`src/rtl/pipeline_if_pkg.sv`:
```
// Shared definitions for the instruction-fetch stage.
// Bubble instruction, reset PC, IF state encoding and stall-vector bit positions.
package pipeline_if_pkg;

    localparam logic [31:0] NopInst = 32'h0000_0013;
    localparam logic [31:0] ResetPC = 32'h0000_0000;

    localparam int StallIf = 0;
    localparam int StallId = 1;

    typedef enum logic [1:0] {
        IF_IDLE  = 2'd0,
        IF_FETCH = 2'd1,
        IF_HOLD  = 2'd2,
        IF_DRAIN = 2'd3
    } if_state_e;

endpackage

```
`src/rtl/pipeline_if_if.sv`:
```
// Instruction-memory request/acknowledge bus.
// Master holds req with a stable addr until a one-cycle ack returns rdata.
interface pipeline_if_if;

    logic        req;
    logic [31:0] addr;
    logic        ack;
    logic [31:0] rdata;

    modport master (
        output req,
        output addr,
        input  ack,
        input  rdata
    );

    modport slave (
        input  req,
        input  addr,
        output ack,
        output rdata
    );

endinterface

```
`src/rtl/pipeline_if_fetch_ctrl.sv`:
```
// Fetch FSM with PC, redirect target and stall buffer.
// Decides when an instruction is delivered towards the IF/ID register.
module pipeline_if_fetch_ctrl
    import pipeline_if_pkg::*;
#(
    parameter logic [31:0] RESET_PC = ResetPC
) (
    input  logic          clk,
    input  logic          rst,
    pipeline_if_if.master mem,
    input  logic          branch_en_i,
    input  logic [31:0]   branch_target_i,
    input  logic          stall_id_i,
    output logic          stall_req_o,
    output logic          deliver_o,
    output logic [31:0]   dlv_inst_o,
    output logic [31:0]   dlv_pc_o
);

    if_state_e   state_q, state_d;
    logic [31:0] pc_q, pc_d;
    logic [31:0] redir_q, redir_d;
    logic [31:0] buf_q, buf_d;
    logic        buf_vld_q, buf_vld_d;
    logic [31:0] tgt;
    logic        ack;

    assign tgt = {branch_target_i[31:2], 2'b00};
    assign ack = mem.ack;

    // State register.
    always_ff @(posedge clk) begin
        if (rst) state_q <= IF_IDLE;
        else     state_q <= state_d;
    end

    // Next-state logic; a redirect always returns to FETCH unless a request is still open.
    always_comb begin
        state_d = state_q;
        unique case (state_q)
            IF_IDLE:  state_d = IF_FETCH;
            IF_FETCH: begin
                if (branch_en_i)          state_d = ack ? IF_FETCH : IF_DRAIN;
                else if (ack && stall_id_i) state_d = IF_HOLD;
            end
            IF_HOLD:  if (branch_en_i || !stall_id_i) state_d = IF_FETCH;
            IF_DRAIN: if (ack) state_d = IF_FETCH;
            default:  state_d = IF_IDLE;
        endcase
    end

    // PC, pending redirect and stall-buffer next values.
    always_comb begin
        pc_d      = pc_q;
        redir_d   = redir_q;
        buf_d     = buf_q;
        buf_vld_d = buf_vld_q;
        unique case (state_q)
            IF_IDLE:  if (branch_en_i) pc_d = tgt;
            IF_FETCH: begin
                if (branch_en_i) begin
                    if (ack) pc_d    = tgt;
                    else     redir_d = tgt;
                end else if (ack) begin
                    if (stall_id_i) begin
                        buf_d     = mem.rdata;
                        buf_vld_d = 1'b1;
                    end else begin
                        pc_d = pc_q + 32'd4;
                    end
                end
            end
            IF_HOLD: begin
                if (branch_en_i) begin
                    pc_d      = tgt;
                    buf_vld_d = 1'b0;
                end else if (!stall_id_i) begin
                    pc_d      = pc_q + 32'd4;
                    buf_vld_d = 1'b0;
                end
            end
            IF_DRAIN: begin
                if (branch_en_i) redir_d = tgt;
                if (ack)         pc_d    = branch_en_i ? tgt : redir_q;
            end
            default: ;
        endcase
    end

    // PC, redirect and buffer registers.
    always_ff @(posedge clk) begin
        if (rst) begin
            pc_q      <= RESET_PC;
            redir_q   <= RESET_PC;
            buf_q     <= NopInst;
            buf_vld_q <= 1'b0;
        end else begin
            pc_q      <= pc_d;
            redir_q   <= redir_d;
            buf_q     <= buf_d;
            buf_vld_q <= buf_vld_d;
        end
    end

    // Bus request, stall request and delivery outputs.
    always_comb begin
        mem.req     = (state_q == IF_FETCH) || (state_q == IF_DRAIN);
        mem.addr    = {pc_q[31:2], 2'b00};
        stall_req_o = (state_q == IF_IDLE)
                   || (state_q == IF_DRAIN)
                   || ((state_q == IF_FETCH) && !ack);
        deliver_o   = !branch_en_i && !stall_id_i
                   && (((state_q == IF_FETCH) && ack)
                    || ((state_q == IF_HOLD) && buf_vld_q));
        dlv_inst_o  = (state_q == IF_HOLD) ? buf_q : mem.rdata;
        dlv_pc_o    = pc_q;
    end

endmodule

```
`src/rtl/pipeline_if.sv`:
```
// Instruction-fetch stage top: fetch controller plus IF/ID register.
// Flush beats ID stall, which beats delivery; anything else inserts a bubble.
module pipeline_if
    import pipeline_if_pkg::*;
#(
    parameter logic [31:0] RESET_PC = ResetPC,
    parameter logic [31:0] NOP_INST = NopInst
) (
    input  logic          clk,
    input  logic          rst,
    pipeline_if_if.master mem,
    input  logic          branch_en_i,
    input  logic [31:0]   branch_target_i,
    input  logic [4:0]    stall_i,
    output logic          stall_req_o,
    output logic [31:0]   inst_o,
    output logic [31:0]   pc_o
);

    logic        deliver;
    logic [31:0] dlv_inst;
    logic [31:0] dlv_pc;
    logic        unused_bits;

    assign unused_bits = ^{stall_i[4:2], stall_i[StallIf]};

    pipeline_if_fetch_ctrl #(
        .RESET_PC (RESET_PC)
    ) u_fetch_ctrl (
        .clk             (clk),
        .rst             (rst),
        .mem             (mem),
        .branch_en_i     (branch_en_i),
        .branch_target_i (branch_target_i),
        .stall_id_i      (stall_i[StallId]),
        .stall_req_o     (stall_req_o),
        .deliver_o       (deliver),
        .dlv_inst_o      (dlv_inst),
        .dlv_pc_o        (dlv_pc)
    );

    // IF/ID pipeline register with flush/stall/deliver priority.
    always_ff @(posedge clk) begin
        if (rst) begin
            inst_o <= NOP_INST;
            pc_o   <= RESET_PC;
        end else if (branch_en_i) begin
            inst_o <= NOP_INST;
        end else if (stall_i[StallId]) begin
            inst_o <= inst_o;
            pc_o   <= pc_o;
        end else if (deliver) begin
            inst_o <= dlv_inst;
            pc_o   <= dlv_pc;
        end else begin
            inst_o <= NOP_INST;
        end
    end

endmodule

```
`src/flat_wrapper.sv`:
```
// flat-port wrapper written by rule: the top's interface ports become plain ports
module pipeline_if_flat import pipeline_if_pkg::*;
#(
    parameter logic [31:0] RESET_PC = ResetPC,
    parameter logic [31:0] NOP_INST = NopInst
)
  (clk, rst, branch_en_i, branch_target_i, stall_i, stall_req_o, inst_o, pc_o, mem_req, mem_addr, mem_ack, mem_rdata);
  pipeline_if_if mem_i ();
  input  logic clk;
  input  logic rst;
  input  logic branch_en_i;
  input  logic [31:0] branch_target_i;
  input  logic [4:0] stall_i;
  output logic stall_req_o;
  output logic [31:0] inst_o;
  output logic [31:0] pc_o;
  output wire logic [$bits(mem_i.req)-1:0] mem_req;
  output wire logic [$bits(mem_i.addr)-1:0] mem_addr;
  input wire logic [$bits(mem_i.ack)-1:0] mem_ack;
  input wire logic [$bits(mem_i.rdata)-1:0] mem_rdata;
  assign mem_req = mem_i.req;
  assign mem_addr = mem_i.addr;
  assign mem_i.ack = mem_ack;
  assign mem_i.rdata = mem_rdata;
  pipeline_if #(.RESET_PC(RESET_PC), .NOP_INST(NOP_INST)) u_core (.clk(clk), .rst(rst), .mem(mem_i), .branch_en_i(branch_en_i), .branch_target_i(branch_target_i), .stall_i(stall_i), .stall_req_o(stall_req_o), .inst_o(inst_o), .pc_o(pc_o));
endmodule
```
`config.mk`:
```
export PLATFORM = sky130hd
export DESIGN_NAME = pipeline_if_flat
export DESIGN_NICKNAME = d
export VERILOG_FILES = /design/src/rtl/pipeline_if_pkg.sv /design/src/rtl/pipeline_if_if.sv /design/src/rtl/pipeline_if_fetch_ctrl.sv /design/src/rtl/pipeline_if.sv /design/src/flat_wrapper.sv
export SDC_FILE = /design/constraint.sdc
export NUM_CORES = 1
export LEC_CHECK = 0
export CAP_MARGIN = 20
export CORE_MARGIN = 8
export CORE_UTILIZATION = 48
export CTS_BUF_LIST = sky130_fd_sc_hd__clkbuf_4
export DETAILED_ROUTE_END_ITERATION = 8
export PLACE_DENSITY = 0.79
export SETUP_SLACK_MARGIN = 0.3
export SKIP_LAST_GASP = 1
export SYNTH_ARGS = -nofsm -noshare
export SYNTH_HDL_FRONTEND = slang
export SYNTH_SLANG_ARGS = --single-unit
export TNS_END_PERCENT = 1
```
`constraint.sdc`:
```
create_clock -name clk -period 2 [get_ports clk]
set_input_delay 0.3 -clock clk [delete_from_list [all_inputs] [get_ports clk]]
set_output_delay 0.3 -clock clk [all_outputs]
set_load 0.01 [all_outputs]
```
==> metrics.md, run 1 <==
| Metric | Value |
|---|---|
| Final setup fails | `8` |
| Die area | `0.02059 sq mm` |
| Post-Synth XOR/XNOR Area | `1.010%` |
| Sequential fraction of the synthesis area | `41.81%` |
| WL per Instance | `16.81 um` |
| Layout area overhead | `33.57%` |
| FILL cells | `1311` |
| First-pass GRT wire length | `36980 um` |
| IO Port Bufs | `162` |
| Least-Margin Pin Slew | `0.5709 ns` |
| Mux share of post-synthesis cell area | `5.211%` |
| Main combinational cell family by area after synthesis | `simple AND/OR/NAND/NOR gates` |
| Iteration-0 DRC Markers | `771` |
| Multi-input gate area | `0.004058 sq mm` |
| CP bufs+invs | `2` |
| Post-Route WL | `23520 um` |
| FF+latch count, synth | `163` |
| GR Overflow Total | `0` |
| Fin crit share | `104.3%` |
| Simple-Gate Fraction of Synth Area | `23.06%` |
| Pin count of the biggest net entering global routing | `51` |
| PnR worst setup slack | `-0.08602 ns` |
| Synth async-reset ratio | `0%` |
| Avg Cell Area, Syn | `7.804 sq um` |
| CTS max path bufs | `2` |
| Row cnt | `46` |
| Post-synthesis compound-gate area fraction | `20.06%` |
| Period minus WS final | `2.086 ns` |
| Worst-path fanout max | `8` |
| Cell variety after synth | `70` |
| DR pass1 iterations | `5` |
| Hold Path Class | `in2reg` |
| Yosys top cell area share | `41.81%` |
| Die height | `143.5 um` |
| Max Clock Skew | `0.02385 ns` |
| WP data required | `2.47 ns` |
| Fmax | `479.4 MHz` |
| Final hold vios | `0` |
| Warnings from Yosys | `0` |
| Number of global-route vias before repair | `7152` |
| Share of cells above drive strength 1 | `14.65%` |
| Status | `finished, violations left` |
| CTS Hold Bufs | `0` |
| Worst Hold Path Cells | `3` |
| CP Capture Type | `register` |
| Design area | `0.01042 sq mm` |
| Final Net Count | `1247` |
| Sum Neg Setup Slack | `-0.2477 ns` |
| Clock Pin Slew Worst Setup and Hold Paths | `0.13 ns` |
| HPWL after detailed placement | `17230 um` |
| RSZ-0062 raised after global routing | `true` |
| Crit path DAT | `2.55 ns` |
| CTS sink count | `163` |
| Lkg Pwr | `3.766 nW` |
| Tot GR Track Use | `22.41%` |
| CTS tree | `built` |
| Vias/cell | `5.563` |
| Placed cell area | `0.009987 sq mm` |
| Initial antenna violation count | `2` |
| Starting Density | `49.13%` |
| Boundary pin count | `171` |
| P per Cell Area | `742.0 mW/mm^2` |
| Post-synth top area cell | `dfxtp_1` |
| Area of the mapped netlist | `0.007804 sq mm` |
| Critical path depth | `7` |
| Adder-cell share of the synthesized area | `0.9620%` |
| VDD IR-drop max | `404.2 uV` |
| TritonCTS Buffers | `17` |
| DRC | `0` |
| Pins over their slew limit | `0` |
| Cell family with most CP delay | `compound AO/OA/AOI/OAI gates` |
| Max-cap violations | `0` |
| Reg area | `0.003266 sq mm` |
| Worst-Skew Late Latency | `0.57 ns` |
| H-Tree Depth | `4` |
| Clock root buffer | `clkbuf_4` |
| Post-synth EDFFs | `0` |
| Crit path cell chain | `inv_2, ha_4, o21a_4, buf_4, a221oi_1, o31ai_1, a22o_1` |
| Placed cell count | `1361` |
| Slowest library cell on the worst path | `a221oi_1` |
| Routed vias | `7782` |
| Mapped Cells | `1000` |
| GPL Wtd Cong | `0.9010` |
| Number of routed nets with antenna violations | `0` |
| Reg2reg path depth | `7` |
| Crit-path max cell delay | `0.49 ns` |
| Setup Crit Path Kind | `reg2reg` |
| Non-filler cells, final | `1399` |
| Primary FF master, synth | `dfxtp_1` |
| Die Wd | `143.5 um` |
| Setup crit start kind | `register` |
| Top post-synthesis cells by area | `dfxtp_1, nand2_1, a21oi_1` |
| Failing checks | `setup timing` |
| Core box area | `0.01589 sq mm` |
| Rel. slew slack | `61.90%` |
[tightest hold or removal path: cells and delay by family]
kind            cells  cell delay, ns
simple gates        1            0.06
compound gates      1            0.22
buf+inv             1            0.12
[registers in the layout, summed over array words and instances (netlist names)]
signal,flops
u_core.pc_o,32
u_core.inst_o,32
u_core.u_fetch_ctrl.state_q,2
u_core.u_fetch_ctrl.dlv_pc_o,32
u_core.u_fetch_ctrl.redir_q,32
u_core.u_fetch_ctrl.buf_vld_q,1
u_core.u_fetch_ctrl.buf_q,32
[where the power goes]
part           internal [mW]  switching (mW)  leakage (nW)  total (mW)
Combinational           1.01            1.06          2.28        2.07
Clock                  0.878            1.22         0.164        2.10
Sequential              3.42           0.139          1.32        3.56
[path summary, 6_finish.rpt]
check / start / end / slack [ns]
worst max-delay path: u_core.u_fetch_ctrl.state_q[0] / u_core.u_fetch_ctrl.dlv_pc_o[12] / -0.09
worst min-delay path: rst / u_core.u_fetch_ctrl.dlv_pc_o[12] / 0.18
worst max register to register: u_core.u_fetch_ctrl.state_q[0] / u_core.u_fetch_ctrl.dlv_pc_o[12] / -0.09
worst min register to register: u_core.u_fetch_ctrl.redir_q[2] / u_core.u_fetch_ctrl.redir_q[2] / 0.46
[cells in the mapped netlist, types with 10 or more instances]
master and count:
a21oi_1 135, mux2i_1 35, a221o_1 10, clkbuf_1 54, inv_1 12, dfxtp_1 163
nand3_1 20, buf_4 32, o21ai_0 40, nand2_1 225, buf_2 18, nor2_1 86
a221oi_1 18
[layer usage]
| layer | part of all wire, % | vias up | global-route usage [%] |
|---|---|---|---|
| li1 | - | 3788 | - |
| met3 | 9.4 | 34 | 6.470 |
| met4 | 1.7 | 0 | 7.305 |
| met1 | 44 | 3646 | 29.52 |
| met5 | 0 | - | 0 |
| met2 | 45 | 314 | 34.51 |
[layout by cell type, fill, tap and decap left out, types with 17 or more instances in the layout]
cell             netlist  final
buf_4                 32     81
clkdlybuf4s50_1        0    159
mux2i_1               35     35
clkbuf_4               0     17
nor2_1                86     86
dfxtp_1              163    161
nand2_1              225    225
nand3_1               20     20
a21oi_1              135    134
o21ai_0               40     39
[timing repair]
item                       CTS  global route
setup buffers                4             0
gates resized for setup     19            13
pin swaps                    2             1
setup endpoints to repair  258           259
[metrics by stage]
step	power (mW)	worst slack, ns	hold slack [ns]	utilization (%)
4_1_cts	7.701	-0.09353	0.1457	65.19
5_1_grt	8.106	-0.1329	0.1391	65.62
2_1_floorplan	4.722	0.04706	0.4242	-
3_3_place_gp	5.558	-0.2542	0.4406	62.87
6_report	7.735	-0.08602	0.1810	65.62
3_5_place_dp	5.597	-0.2591	0.4472	62.87
[cell type report]
class,count,area share (%)
multi-input cells,717,38.93
flip-flops and latches,163,31.33
repair buffers,257,23.72
well taps,216,2.593
clock inverters,15,1.728
clock buffers,17,1.224
inverters,12,0.4321
diodes,2,0.04801
[kinds of logic after synthesis]
logic type                 Yosys count
xor gates and xnor gates             9
AOI/OAI and AO/OA                  259
adders and majority gates            6
buffers and inverters              121
other                                1
and+or+nand+nor                    401
DFF                                163
muxes                               40
(Power assumes the default switching activity.)
==> run 2: changes to the inputs <==
- CAP_MARGIN: 20 -> 10
- CELL_PAD_IN_SITES_DETAIL_PLACEMENT: unset -> 2
- CELL_PAD_IN_SITES_GLOBAL_PLACEMENT: unset -> 2
- CORE_UTILIZATION: 48 -> 27
- PLACE_DENSITY: 0.79 -> unset
- PLACE_DENSITY_LB_ADDON: unset -> 0.1
- RECOVER_POWER: unset -> 50
==> run 2 against run 1 <==
  * The run still ends with setup timing left
  * Via count rose by 0.48%
  * Register-to-register slack better by 0.07 ns
  * Final cell count rose by 12%
  * Largest power group unchanged
  * Clock skew increased by 0.0032 ns
  * Global-route usage decreased by 4.6 points
  * Critical endpoint is now u_core.u_fetch_ctrl.dlv_pc_o[9]
==> metrics.md, run 2 (synthesis results as in run 1) <==
| Metric | Value |
|---|---|
| Row cnt | `62 (+35%)` |
| Rel. slew slack | `56.94% (-5.0 points)` |
| P_sw | `2.681 mW (+11%)` |
| Non-filler cells, final | `1572 (+12%)` |
| Most frequent cells in the layout | `nand2_1, dfxtp_1, a21oi_1` |
| Pin count of the biggest net entering global routing | `50 (-2.0%)` |
| GR Overflow Total | `0 (unchanged)` |
| Pins over their slew limit | `0 (unchanged)` |
| Initial antenna violation count | `1 (-1)` |
| Clock root buffer | `clkbuf_4` |
| Vias/cell | `4.974 (-11%)` |
| Core box area | `0.02855 sq mm (+80%)` |
| CTS max path bufs | `2 (unchanged)` |
| Status | `finished, violations left` |
| Cell family with most CP delay | `compound AO/OA/AOI/OAI gates` |
| CTS tree | `built` |
| PnR worst setup slack | `-0.01977 ns (+0.06624 ns)` |
| Most common cell after layout, fill and taps aside | `nand2_1` |
| Die area | `0.03460 sq mm (+68%)` |
| Number of global-route vias before repair | `8571 (+20%)` |
| Number of routed nets with antenna violations | `0 (unchanged)` |
| Hold Path Class | `in2reg` |
| WL met3 | `1135 um (-48%)` |
| RSZ-0062 raised after global routing | `true` |
| CP bufs+invs | `2 (unchanged)` |
| Layout area overhead | `36.25%` |
| GPL Wtd Cong | `0.7880 (-13%)` |
| Placed cell count | `1531 (+12%)` |
| Die height | `186.0 um (+30%)` |
| Fin crit share | `101.0% (-3.3 points)` |
| Clock share of power | `25.6% (-1.5 points)` |
| Max-cap violations | `0 (unchanged)` |
| Setup Crit Path Kind | `reg2reg` |
| Clock Pin Slew Worst Setup and Hold Paths | `0.15 ns (+0.02 ns)` |
| Worst-path fanout max | `17 (+9)` |
| Hold Slack | `0.2575 ns (+0.07652 ns)` |
| Reg area | `0.003276 sq mm (+0.31%)` |
| VDD IR-drop max | `294.6 uV (-27%)` |
| HPWL after detailed placement | `21630 um (+26%)` |
| Pre-CTS WS | `-0.1737 ns (+0.08544 ns)` |
| Lkg Pwr | `3.964 nW (+5.2%)` |
| Failing checks | `setup timing` |
| DR WL met2 | `15040 um (+43%)` |
| Crit-path max cell delay | `0.41 ns (-0.08 ns)` |
| IO Port Bufs | `162 (unchanged)` |
| Power share of the combinational group | `27.8% (+1.0 points)` |
| Util after Layout | `37.25% (-28 points)` |
| Setup crit start kind | `register` |
| H-Tree Depth | `4 (unchanged)` |
| First-pass GRT wire length | `48160 um (+30%)` |
| Least-Margin Pin Slew | `0.6460 ns (+0.07511 ns)` |
| Top layer reached by signal wires | `met4` |
| WL per Instance | `19.60 um (+17%)` |
| Flop pwr share | `46.6% (+0.5 points)` |
| DRC | `0 (unchanged)` |
| Final hold vios | `0 (unchanged)` |
| Max Clock Skew | `0.02705 ns (+0.003206 ns)` |
| P per Cell Area | `717.2 mW/mm^2 (-3.3%)` |
| WP data required | `2.46 ns (about the same)` |
| Worst-Skew Late Latency | `0.60 ns (+0.03 ns)` |
| Boundary pin count | `171 (unchanged)` |
| CTS sink count | `163 (unchanged)` |
| Final setup fails | `3 (-5)` |
| Crit path DAT | `2.48 ns (-0.07 ns)` |
| Sw Share | `35.16% (+3.8 points)` |
| Starting Density | `27.34% (-22 points)` |
| CP Capture Type | `register` |
| Multi-input gate area | `0.004030 sq mm (-0.68%)` |
| DR pass1 iterations | `4 (-1)` |
| Final Net Count | `1254 (+0.56%)` |
| TritonCTS Buffers | `17 (unchanged)` |
| Iteration-0 DRC Markers | `244 (-68%)` |
| Period minus WS final | `2.020 ns (-0.06624 ns)` |
| Fmax | `495.1 MHz (+3.3%)` |
| Post-Route WL | `30810 um (+31%)` |
| Routed vias | `7819 (+0.48%)` |
| Share of cells above drive strength 1 | `15.25% (+0.60 points)` |
| Crit path cell chain | `inv_2, ha_4, o21a_4, or2_1, buf_12, a221o_1, a21oi_1, nor3_1` |
| FILL cells | `3360 (+160%)` |
| M1 WL | `14160 um (+36%)` |
| Int Pwr | `4.945 mW (-6.9%)` |
| Die Wd | `186.0 um (+30%)` |
| Tot GR Track Use | `17.83% (-4.6 points)` |
| Slowest library cell on the worst path | `dfxtp_4` |
## run 2: cell types whose count changed in the layout (fill, tap and decap cells not counted), sizes merged
| cell | previous run | this run |
|---|---|---|
| diode | 2 | 1 |
| bufinv | 3 | 0 |
| buf | 98 | 101 |
| clkinv | 7 | 3 |
| clkbuf | 17 | 21 |
| dlygate4sd2 | 0 | 2 |
| clkdlybuf4s50 | 159 | 98 |
| clkinvlp | 2 | 3 |
| dlygate4sd3 | 0 | 59 |
| inv | 15 | 20 |
## run 2: path summary, 6_finish.rpt
| check | from | to | slack, ns | cells after the start |
|---|---|---|---|---|
| worst max-delay path | u_core.u_fetch_ctrl.state_q[0] | u_core.u_fetch_ctrl.dlv_pc_o[9] | -0.02 | 8 |
| worst min-delay path | stall_i[1] | u_core.u_fetch_ctrl.dlv_pc_o[15] | 0.26 | 5 |
| worst max register to register | u_core.u_fetch_ctrl.state_q[0] | u_core.u_fetch_ctrl.dlv_pc_o[9] | -0.02 | 8 |
| worst min register to register | u_core.pc_o[26] | u_core.pc_o[26] | 0.46 | 2 |
## run 2: timing repair
action / 4_1_cts / 5_1_grt
endpoints found under the hold margin: 3 / 0
setup endpoints to repair: 255 / 259
pin swaps: 3 / 0
hold buffers: 1 / 0
cloned: 0 / 1
gates resized for setup: 32 / 4
buffers inserted: 5 / 2
## run 2: final cells by class
class                           count  share of cell area, %
Antenna cell                        1                0.02353
Clock buffer                       17                  1.200
Clock inverter                     14                  1.130
Inverter                           12                 0.4472
Multi-Input combinational cell    717                  37.90
Sequential cell                   163                  30.81
Tap cell                          384                  4.519
Timing Repair Buffer              264                  23.97
## run 2: metrics by stage
stage          area, sq um  power, mW   TNS, ns
3_3_place_gp         10260      5.671    -1.661
2_1_floorplan         7848      4.722         0
4_1_cts              10610      7.768   -0.4805
6_report             10630      7.625  -0.03803
5_1_grt              10630      8.071    -3.615
3_5_place_dp         10260      5.713    -2.262
## run 2: power by group through the flow
stage | registers (mW) | clock network (mW) | logic [mW]
floorplan | 3.65 | 0 | 1.07
global placement | 3.61 | 0 | 2.06
detailed placement | 3.62 | 0 | 2.09
CTS | 3.56 | 2.07 | 2.14
global route | 3.58 | 2.18 | 2.31
finish | 3.55 | 1.95 | 2.12
## run 2: worst reg2reg max path, delay by kind of cell (launching register included)
kind	cells	cell delay, ns
DFF	1	0.41
AOI/OAI and AO/OA	3	0.68
adders and majority gates	1	0.27
buffers and inverters	2	0.24
and+or+nand+nor	2	0.32
## run 2: layer usage
layer  vias to the layer above  track usage [%]
met2                       121            31.27
met3                        30            3.006
li1                       3790                -
met5                         -                0
met4                         0            4.605
met1                      3878            22.29
==> run 3: changes to the inputs <==
- HOLD_SLACK_MARGIN: unset -> 0.06
==> results of run 3 <==
Same layout as run 2: the final DEF is identical, and so are final timing and power.
==> RTL change (config.mk and constraints of run 2) <==
Re-encode `if_state_e` (4 states) as one-hot, 4 bits wide.
--- a/src/rtl/pipeline_if_pkg.sv
+++ b/src/rtl/pipeline_if_pkg.sv
@@ -8,11 +8,11 @@
     localparam int StallIf = 0;
     localparam int StallId = 1;
 
-    typedef enum logic [1:0] {
-        IF_IDLE  = 2'd0,
-        IF_FETCH = 2'd1,
-        IF_HOLD  = 2'd2,
-        IF_DRAIN = 2'd3
+    typedef enum logic [3:0] {
+        IF_IDLE  = 4'b0001,
+        IF_FETCH = 4'b0010,
+        IF_HOLD  = 4'b0100,
+        IF_DRAIN = 4'b1000
     } if_state_e;
 
 endpackage
Behaviour: no difference found for any inputs over 4 cycles, from zero or initial values and one cycle with rst high; so few cycles prove little.
==> RTL change against run 2 <==
The flow still finishes with violations (negative setup slack). Synthesized area down 2.0%. Total power down 2.9%. Global-route usage increased by 0.15 points. Wire length rose by 0.27%. Sequential cell count increased by 2. Maximum frequency is 3.8% lower. Design area grew 2.4%. Setup slack lost 80 ps. Critical path type unchanged. Largest cell class unchanged. Largest power group unchanged.
==> RTL change: results (changes against run 2) <==
[outcome]
status = finished, violations left
failed_checks = negative setup slack

[detailed_routing]
wl_per_cell_um = 19.4  ; -0.99%
routed_wl_mm = 30.9  ; +0.27%
drt_iter0_drc = 294  ; +20%

[sta]
fin_ws_ps = -100  ; -80.5 ps
finalSetupViolCount = 115  ; +112
finalClockSkew_ps = 27.2  ; +0.190 ps

[yosys]
netlist_instances = 986  ; -1.4%
synthAdderAreaFrac_pct = 0.164  ; -0.80 points
synth_common_cells = 216 x nand2_1, 165 x dfxtp_1, 139 x a21oi_1, 102 x nor2_1, 52 x clkbuf_1
synth.area.mux_share_pct = 4.76  ; -0.45 points
seq_area_frac_synth_pct = 43.2  ; +1.4 points

[power_and_ir_drop]
p_int_uw = 4880  ; -1.3%
peakVddDrop_v = 0.000280  ; -5.1%
p_seq_share_pct = 47.9  ; +1.3 points
p_leak_uw = 0.00375  ; -5.4%

[setup_path]
cp_max_fo = 5  ; -12
crit_path_top_delay_cell = or4_4
r2r_start = u_core.u_fetch_ctrl.dlv_pc_o[19]
cp_top_family = simple AND/OR/NAND/NOR gates
crit_arrival_ps = 2600  ; +120 ps

[hold_path]
holdPathStages = 2  ; -3
min_from = rst

[global_route]
track_usage_pct = 18.0  ; +0.15 points
antenna_found_initial = 2  ; +1
grt_pass1_vias = 8522  ; -0.57%

[clocking]
clk_pin_slew_worst_paths_ps = 170  ; +20 ps

==> RTL change: layout make-up <==
| type | count | area, sq um |
|---|---|---|
| Antenna cell | 3 | 7.51 |
| Clock buffer | 17 | 128 |
| Clock inverter | 15 | 136 |
| Fill cell | 3174 | 17000 |
| Inverter | 12 | 47.5 |
| Multi-Input combinational cell | 703 | 3930 |
| Sequential cell | 165 | 3330 |
| Tap cell | 378 | 473 |
| Timing Repair Buffer | 299 | 2840 |
==> RTL change: metal layers <==
| layer | GRT usage (%) | up-vias | share of wire, % |
|---|---|---|---|
| met5 | 0 | - | 0 |
| met4 | 4.07 | 0 | 0.95 |
| met3 | 4.06 | 19 | 3.9 |
| met2 | 30.7 | 127 | 49 |
| met1 | 22.7 | 3871 | 46 |
| li1 | - | 3797 | - |
==> RTL change: repair_timing <==
item,in CTS,in global routing
setup endpoints to repair,257,257
resized for setup,40,9
setup buffers,7,2
pin swaps,8,1
